[src/rtl/subtree_rr_dispatch.sv]
// subtree_rr_dispatch
//   Feeder stage for a subtree of N_OUT children. It takes one valid/ready word
//   stream and hands each word to exactly one child. Children are served in
//   strict round-robin order (0,1,..,N_OUT-1,0,..) through a one-entry
//   registered stage, so the mapping from word to child is deterministic.
//
//   state   | meaning
//   --------+---------------------------------------------------------------
//   S_EMPTY | no word held; in_ready=1, out_valid=0
//   S_FULL  | word held in out_data for child ptr; out_valid=1<<ptr
//
// Ports
//   clk        rising-edge clock
//   rst        synchronous active-high reset
//   in_valid   producer word valid
//   in_ready   stage can take a word this cycle
//   in_data    producer word [DW]
//   out_valid  one-hot valid toward child ptr [N_OUT]
//   out_ready  per-child ready [N_OUT]; only bit ptr is looked at
//   out_data   held word, shared by all children [DW]
//   busy       stage holds a word
//   stat_sel   child index for counter readout   (SUBTREE_DISPATCH_STATS_EN)
//   stat_cnt   saturating accepted-word count     (SUBTREE_DISPATCH_STATS_EN)
//
// Build option
//   SUBTREE_DISPATCH_STATS_EN : adds per-child saturating delivery counters and
//   the stat_sel/stat_cnt readout. Dispatch behaviour is the same either way.

module subtree_rr_dispatch #(
    parameter int DW    = 8,
    parameter int N_OUT = 5,
    parameter int CNT_W = 16
) (
    input  logic                      clk,
    input  logic                      rst,
    input  logic                      in_valid,
    output logic                      in_ready,
    input  logic [DW-1:0]             in_data,
    output logic [N_OUT-1:0]          out_valid,
    input  logic [N_OUT-1:0]          out_ready,
    output logic [DW-1:0]             out_data,
    output logic                      busy
`ifdef SUBTREE_DISPATCH_STATS_EN
    ,
    input  logic [$clog2(N_OUT)-1:0]  stat_sel,
    output logic [CNT_W-1:0]          stat_cnt
`endif
);

    localparam int PW = $clog2(N_OUT);

    // Elaboration-time guard on the legal parameter range.
    generate
        if (N_OUT < 2 || N_OUT > 16) begin : g_bad_n_out
            $error("subtree_rr_dispatch: N_OUT must be in 2..16");
        end
        if (CNT_W < 1) begin : g_bad_cnt_w
            $error("subtree_rr_dispatch: CNT_W must be at least 1");
        end
    endgenerate

    typedef enum logic {
        S_EMPTY = 1'b0,
        S_FULL  = 1'b1
    } state_t;

    state_t         state_q, state_d;
    logic [PW-1:0]  ptr_q, ptr_d;
    logic [DW-1:0]  data_q, data_d;
    logic           full;
    logic           in_fire;
    logic           out_fire;

    assign full     = (state_q == S_FULL);
    // Only the targeted child's ready matters; strict order, no skipping.
    assign out_fire = full & out_ready[ptr_q];
    // The single combinational path out_ready -> in_ready: lets a full stage
    // refill in the same cycle it drains, sustaining one word per clock.
    assign in_ready = ~full | out_fire;
    assign in_fire  = in_valid & in_ready;

    always_ff @(posedge clk) begin
        if (rst) begin
            state_q <= S_EMPTY;
            ptr_q   <= '0;
            data_q  <= '0;
        end else begin
            state_q <= state_d;
            ptr_q   <= ptr_d;
            data_q  <= data_d;
        end
    end

    always_comb begin
        state_d = state_q;
        ptr_d   = ptr_q;
        data_d  = data_q;
        case (state_q)
            S_EMPTY: begin
                if (in_fire) begin
                    data_d  = in_data;
                    state_d = S_FULL;
                end
            end
            S_FULL: begin
                if (out_fire) begin
                    // Explicit wrap so non-power-of-two N_OUT never skips.
                    ptr_d = (ptr_q == PW'(N_OUT - 1)) ? '0 : ptr_q + PW'(1);
                    if (in_fire) begin
                        data_d = in_data;
                    end else begin
                        // out_data keeps its last value while empty.
                        state_d = S_EMPTY;
                    end
                end
            end
            default: state_d = S_EMPTY;
        endcase
    end

    assign out_valid = full ? (N_OUT'(1) << ptr_q) : '0;
    assign out_data  = data_q;
    assign busy      = full;

`ifdef SUBTREE_DISPATCH_STATS_EN
    logic [CNT_W-1:0] cnt_q [N_OUT];

    always_ff @(posedge clk) begin
        if (rst) begin
            for (int i = 0; i < N_OUT; i++) begin
                cnt_q[i] <= '0;
            end
        end else begin
            for (int i = 0; i < N_OUT; i++) begin
                // Saturate at all-ones instead of wrapping.
                if (out_fire && (ptr_q == PW'(i)) && (cnt_q[i] != '1)) begin
                    cnt_q[i] <= cnt_q[i] + CNT_W'(1);
                end
            end
        end
    end

    // Decoded read so out-of-range selects (>= N_OUT) return zero.
    always_comb begin
        stat_cnt = '0;
        for (int i = 0; i < N_OUT; i++) begin
            if (stat_sel == PW'(i)) begin
                stat_cnt = cnt_q[i];
            end
        end
    end
`endif

endmodule
[config.mk]
export PLATFORM = sky130hd
export DESIGN_NAME = subtree_rr_dispatch
export DESIGN_NICKNAME = d
export VERILOG_FILES = /design/src/rtl/subtree_rr_dispatch.sv
export SDC_FILE = /design/constraint.sdc
export NUM_CORES = 1
export LEC_CHECK = 0
export ABC_AREA = 1
export CAP_MARGIN = 20
export CORE_UTILIZATION = 35
export CTS_BUF_LIST = sky130_fd_sc_hd__clkbuf_16
export CTS_CLUSTER_DIAMETER = 30
export DETAILED_ROUTE_END_ITERATION = 8
export DONT_BUFFER_PORTS = 1
export GPL_TIMING_DRIVEN = 0
export SYNTH_ARGS = -nofsm -noshare
export SYNTH_HDL_FRONTEND = slang
export SYNTH_SLANG_ARGS = --single-unit
[constraint.sdc]
create_clock -name clk -period 1.9 [get_ports clk]
set_clock_uncertainty 0.05 [all_clocks]
set_input_delay 0.38 -clock clk [delete_from_list [all_inputs] [get_ports clk]]
set_output_delay 0.38 -clock clk [all_outputs]
set_load 0.005 [all_outputs]
==> results.yml, run 1 <==
final_layout:
  area.growth.synth_to_final_pct: 14.89
  layout-drive-gt1-share: 0.1754
  diodes: 0
  final_net_count: 136
  nFillCells: 211
synth:
  yosysSeqAreaShare: 0.3142
  ys_seq_elements: 12
  synth.distinct_cells: 17
  synth_area_leaders: "dfxtp_1, inv_1, nand2_1"
  synth_area_um2: 764.5
  syn_nets: 131
  synth_top_area_cell: "dfxtp_1"
  syn_avg_cell_area_um2: 6.950
  synthCells: 110
  ys_warn_count: 0
  synth_top_area_share: 0.3142
critical_path:
  cpPeakStageDelay_ns: 0.42
  path_cells: "inv_1 -> nand3_2 -> nand2_2 -> nand2_2 -> nand3_4 -> buf_12"
  r2r_start: "ptr_q[1]"
  critPathMaxFanout: 10
  required_ns: 1.47
  r2r_cells: 8
  cpMostUsedCell: "nand2_2"
  timing.rr.end: "out_data[3]"
  regToRegSetupSlack_ns: 0.49
  path_class: "reg2out"
  crit_path_end_kind: "primary output"
  critPathSlowestCell: "dfxtp_1"
  arrival_ns: 1.34
  critPathLaunchType: "register"
sta:
  fin_crit_sh: 0.9305
  relSlewSlack: 0.7726
  final-setup-viol-count: 0
  finalCriticalPeriod_ns: 1.768
  worstMarginPinSlew_ns: 0.3412
  max_freq_ghz: 0.5656
  drv_slew: 0
  hold_viol_final: 0
  finalSetupTns_ns: 0
  rsz0062_at_grt: "false"
  finalWorstSetupSlack_ns: 0.1321
detailed_routing:
  viasPerCell: 4.596
  ant_nets: 0
  wl_mm: 1.415
  wl_per_cell_um: 10.04
  drt_iter0_drc: 4
  drc_errors: 0
  num_vias: 648
  firstDrtPassIters: 4
floorplan:
  coreArea_um2: 2002
  num_io_pins: 31
  num_rows: 16
  die_x_um: 48.74
  die_area_um2: 2375
  start_util: 0.3819
  die_height_um: 48.74
place:
  gp_congestion: 0.8912
  place_ws_ns: 0.3192
  port_buffers: 0
  dpl.hpwl_mm: 1.071
worst_hold_path:
  min_to: "ptr_q[0]"
  hold_path_depth: 1
  min_path_type: "in2reg"
  min-delay-start: "rst"
power:
  powerDensity_nw_per_um2: 918.4
  p_int_w: 0.0006037
  power_leakage_nw: 0.4553
  p_sw_w: 0.0002030
  pwr-share-seq: 0.366
  clkPwrFrac: 0.474
  swShare: 0.2516
  p_comb_frac: 0.159
  irDropWorstVdd_mv: 0.4558
clock_tree:
  numCtsBuffers: 3
  cts_buffer_depth: 2
  hold_buffers: 0
  clkTransAtPathRegs_ns: 0.04
  clock_latency_ns: 0.24
  h-tree-depth: 1
  cts_sinks: 12
  root_buffer: "clkbuf_16"
  cts_tree: "built"
global_route:
  antenna_found_initial: 0
  grt_usage: 0.1362
  grt_pass1_wl_mm: 2.511
  grt_pass1_vias: 614
  grt_remaining_overflow: 0
  grt_max_degree: 11
run_status:
  status: "finished, final reports clean"
job:
  maxCapViolations: 0
==> worst max path at each step <==
stage / startpoint / endpoint / cells past startpoint
finish: ptr_q[1] / in_ready / 6
global route: ptr_q[1] / in_ready / 6
CTS: ptr_q[0] / in_ready / 7
detailed placement: ptr_q[0] / in_ready / 7
global placement: ptr_q[0] / in_ready / 7
floorplan: ptr_q[0] / in_ready / 7
==> metal layers <==
| layer | vias up | routed length, um | global-route usage |
|---|---|---|---|
| met5 | - | 0 | 0 |
| met4 | 0 | 24 | 0.05882 |
| met3 | 3 | 112 | 0.05975 |
| met2 | 21 | 662 | 0.2153 |
| met1 | 286 | 615 | 0.1589 |
| li1 | 338 | - | - |
==> critical path: cells and delay by family (launching register included) <==
| family | cells | cell delay [ns] |
|---|---|---|
| buffers and inverters | 2 | 0.31 |
| AND/OR/NAND/NOR | 4 | 0.37 |
| flip-flops | 1 | 0.42 |
==> cell type report <==
cell class	count	area, um^2	share of cell area
inverters	24	90.09	0.1026
well taps	27	33.78	0.03846
clock buffers	3	75.07	0.08547
plain buffers	4	42.54	0.04843
multi-input cells	70	391.6	0.4459
flip-flops and latches	12	241.5	0.2749
clock inverters	1	3.754	0.004274
==> sequential cells by signal (all words and copies together), names as in the netlist <==
signal	flops
out_data	8
ptr_q	3
busy	1
==> power groups by stage <==
stage / logic (W) / registers, W / clock network (W)
final: 0.000129 / 0.000295 / 0.000383
after global routing: 0.000147 / 0.000298 / 0.000402
after CTS: 0.000130 / 0.000295 / 0.000390
after detailed placement: 0.000129 / 0.000300 / 0
after global placement: 0.000126 / 0.000299 / 0
after floorplan: 0.000112 / 0.000295 / 0
==> Yosys cell counts <==
cell type	n
a21oi_1	4
a21oi_2	8
buf_12	1
buf_2	1
clkbuf_1	1
clkbuf_8	1
dfxtp_1	12
ha_1	5
inv_1	23
inv_2	1
nand2_1	21
nand2_2	2
nand3_1	11
nand3_2	1
nand3_4	1
nor2_1	16
o21ai_0	1
==> placed cells by master (no fill, tap or decap) <==
master,n
inv_2,1
dfxtp_2,1
nor2_1,16
clkinv_1,1
a21oi_2,8
nand2_2,2
ha_1,5
nand3_4,1
inv_1,23
buf_2,1
buf_12,1
dfxtp_1,11
clkbuf_8,1
clkbuf_1,1
nand3_1,11
o21ai_0,1
clkbuf_16,3
a21oi_1,4
nand2_1,21
nand3_2,1
==> metrics by stage <==
stage          instance area (um^2)  instances  hold slack (ns)  total power [W]    util
3_5_place_dp                  798.3        137           0.4022        0.0004291  0.3988
3_3_place_gp                  798.3        137           0.4029        0.0004254  0.3988
6_report                      878.3        141           0.1472        0.0008067  0.4388
5_1_grt                       878.3        141           0.1445        0.0008482  0.4388
2_1_floorplan                 764.5        110           0.3991        0.0004064       -
4_1_cts                       877.1        141           0.1510        0.0008156  0.4381
==> logic make-up after synthesis <==
group,synth area share
AO/OA/AOI/OAI,0.1244
adder cells (fa/ha/maj),0.08183
buffers and inverters,0.1735
flip-flops,0.3142
AND/OR/NAND/NOR,0.3061
==> repair_timing <==
item	CTS	global route
endpoints found under the setup margin	0	1
setup buffers	0	0
gates resized for setup	0	1
(Power assumes the default switching activity.)
==> run 2, diff against run 1 <==
CORE_AREA = 2 2 39 41   (was not set)
CORE_UTILIZATION = not set   (was 35)
DIE_AREA = 0 0 41 43   (was not set)
PLACE_DENSITY = 0.73   (was not set)
==> run 2 against run 1 <==
  * Combinational power hardly changed
  * Global-route usage increased by 7.0 points
  * Sequential cell count unchanged
  * Die area decreased by 26%
  * Setup slack worse by 0.031 ns
  * Largest cell class unchanged
  * Largest power group unchanged
==> results.yml, run 2 (synthesis gave the netlist of run 1 again) <==
clock_tree:
  cts_buffer_depth: 2
  root_buffer: "clkbuf_16"
  clock_latency_ns: 0.24
  h-tree-depth: 1
  numCtsBuffers: 3
  cts_tree: "built"
  clkTransAtPathRegs_ns: 0.04
  cts_sinks: 12
final_layout:
  layout-drive-gt1-share: 0.1754
  final_net_count: 136
  diodes: 0
  layout_common_cells: "inv_1, nand2_1, nor2_1"
  area.growth.synth_to_final_pct: 13.09
  final_common_cell: "inv_1"
  design_area_um2: 864.6
  largest_reg_flops: 8
detailed_routing:
  num_vias: 629
  wl_per_cell_um: 11.37
  ant_nets: 0
  wl_mm: 1.478
  drt_iter0_drc: 9
  drc_errors: 0
  firstDrtPassIters: 4
  viasPerCell: 4.838
critical_path:
  r2r_cells: 8
  cp.depth: 6
  arrival_ns: 1.37
  crit_family: "flip-flops"
  crit_path_end_kind: "primary output"
  cpPeakStageDelay_ns: 0.43
  critPathBufInv: 2
  critPathMaxFanout: 10
  path_cells: "inv_1 -> nand3_2 -> nand2_2 -> nand2_2 -> nand3_4 -> buf_12"
  path_class: "reg2out"
  critPathLaunchType: "register"
  required_ns: 1.47
  cpMostUsedCell: "nand2_2"
  critPathSlowestCell: "dfxtp_1"
global_route:
  grt_max_degree: 11
  grt_pass1_wl_mm: 2.387
  grt_pass1_vias: 594
  grt_usage: 0.2065
  antenna_found_initial: 0
  grt_remaining_overflow: 0
floorplan:
  num_io_pins: 31
  coreArea_um2: 1384
  die_height_um: 43
  die_x_um: 41
  num_rows: 14
  die_area_um2: 1763
  start_util: 0.5524
sta:
  final-setup-viol-count: 0
  hold_viol_final: 0
  fin_crit_sh: 0.9468
  drv_slew: 0
  relSlewSlack: 0.7883
  max_freq_ghz: 0.5559
  finalSetupTns_ns: 0
  rsz0062_at_grt: "false"
  finalCriticalPeriod_ns: 1.799
  worstMarginPinSlew_ns: 0.3175
place:
  gp_congestion: 0.6787
  dpl.hpwl_mm: 1.079
  port_buffers: 0
  placed_cell_area_um2: 784.5
power:
  powerDensity_nw_per_um2: 937.7
  p_int_w: 0.0006041
  irDropWorstVdd_mv: 0.5442
  p_sw_w: 0.0002066
  clkPwrFrac: 0.476
  p_total_w: 0.0008107
  swShare: 0.2549
  pwr-share-seq: 0.365
  power_leakage_nw: 0.4553
  p_comb_frac: 0.159
run_status:
  status: "finished, final reports clean"
job:
  maxCapViolations: 0
worst_hold_path:
  hold_path_depth: 1
  min_path_type: "in2reg"
==> run 2: per-stage QoR <==
step / utilization / setup slack [ns] / hold WS [ns] / cells
finish: 0.6248 / 0.1010 / 0.1490 / 130
global route: 0.6248 / 0.007400 / 0.1506 / 130
CTS: 0.6239 / 0.08129 / 0.1507 / 130
detailed placement: 0.5669 / 0.3420 / 0.4031 / 126
global placement: 0.5669 / 0.3455 / 0.4023 / 126
floorplan: - / 0.4792 / 0.3991 / 110
==> run 2: layout make-up <==
cell class / count / area [um^2]
clock inverter: 1 / 3.754
buffer: 4 / 42.54
clock buffer: 3 / 75.07
fill: 128 / 519.2
tap: 16 / 20.02
sequential: 12 / 241.5
inverter: 24 / 90.09
multi-input combinational: 70 / 391.6
==> run 2: final timing paths <==
path | startpoint | end | slack, ns
worst max-delay path | ptr_q[1] | in_ready | 0.10
worst min-delay path | rst | ptr_q[0] | 0.15
worst max register to register | ptr_q[1] | out_data[6] | 0.44
worst min register to register | out_data[0] | out_data[0] | 0.46
==> run 2: power by group through the flow <==
stage	sequential, W	clock (W)	combinational [W]
after CTS	0.000295	0.000391	0.000131
after floorplan	0.000295	0	0.000112
after global placement	0.000299	0	0.000126
final	0.000296	0.000386	0.000129
after detailed placement	0.000299	0	0.000130
after global routing	0.000298	0.000397	0.000152
==> run 2: what timing repair did <==
item	in CTS	in global routing
buffers inserted	0	0
setup endpoints to repair	0	1
gates resized for setup	0	1
endpoints found under the hold margin	0	0
hold buffers	0	0
==> run 2: per-layer routing <==
| layer | up-vias | wire length (um) | track usage |
|---|---|---|---|
| met5 | - | 0 | 0 |
| met4 | 0 | 19 | 0.1000 |
| met3 | 2 | 129 | 0.07853 |
| met2 | 23 | 705 | 0.3188 |
| met1 | 265 | 623 | 0.2376 |
| li1 | 339 | - | - |
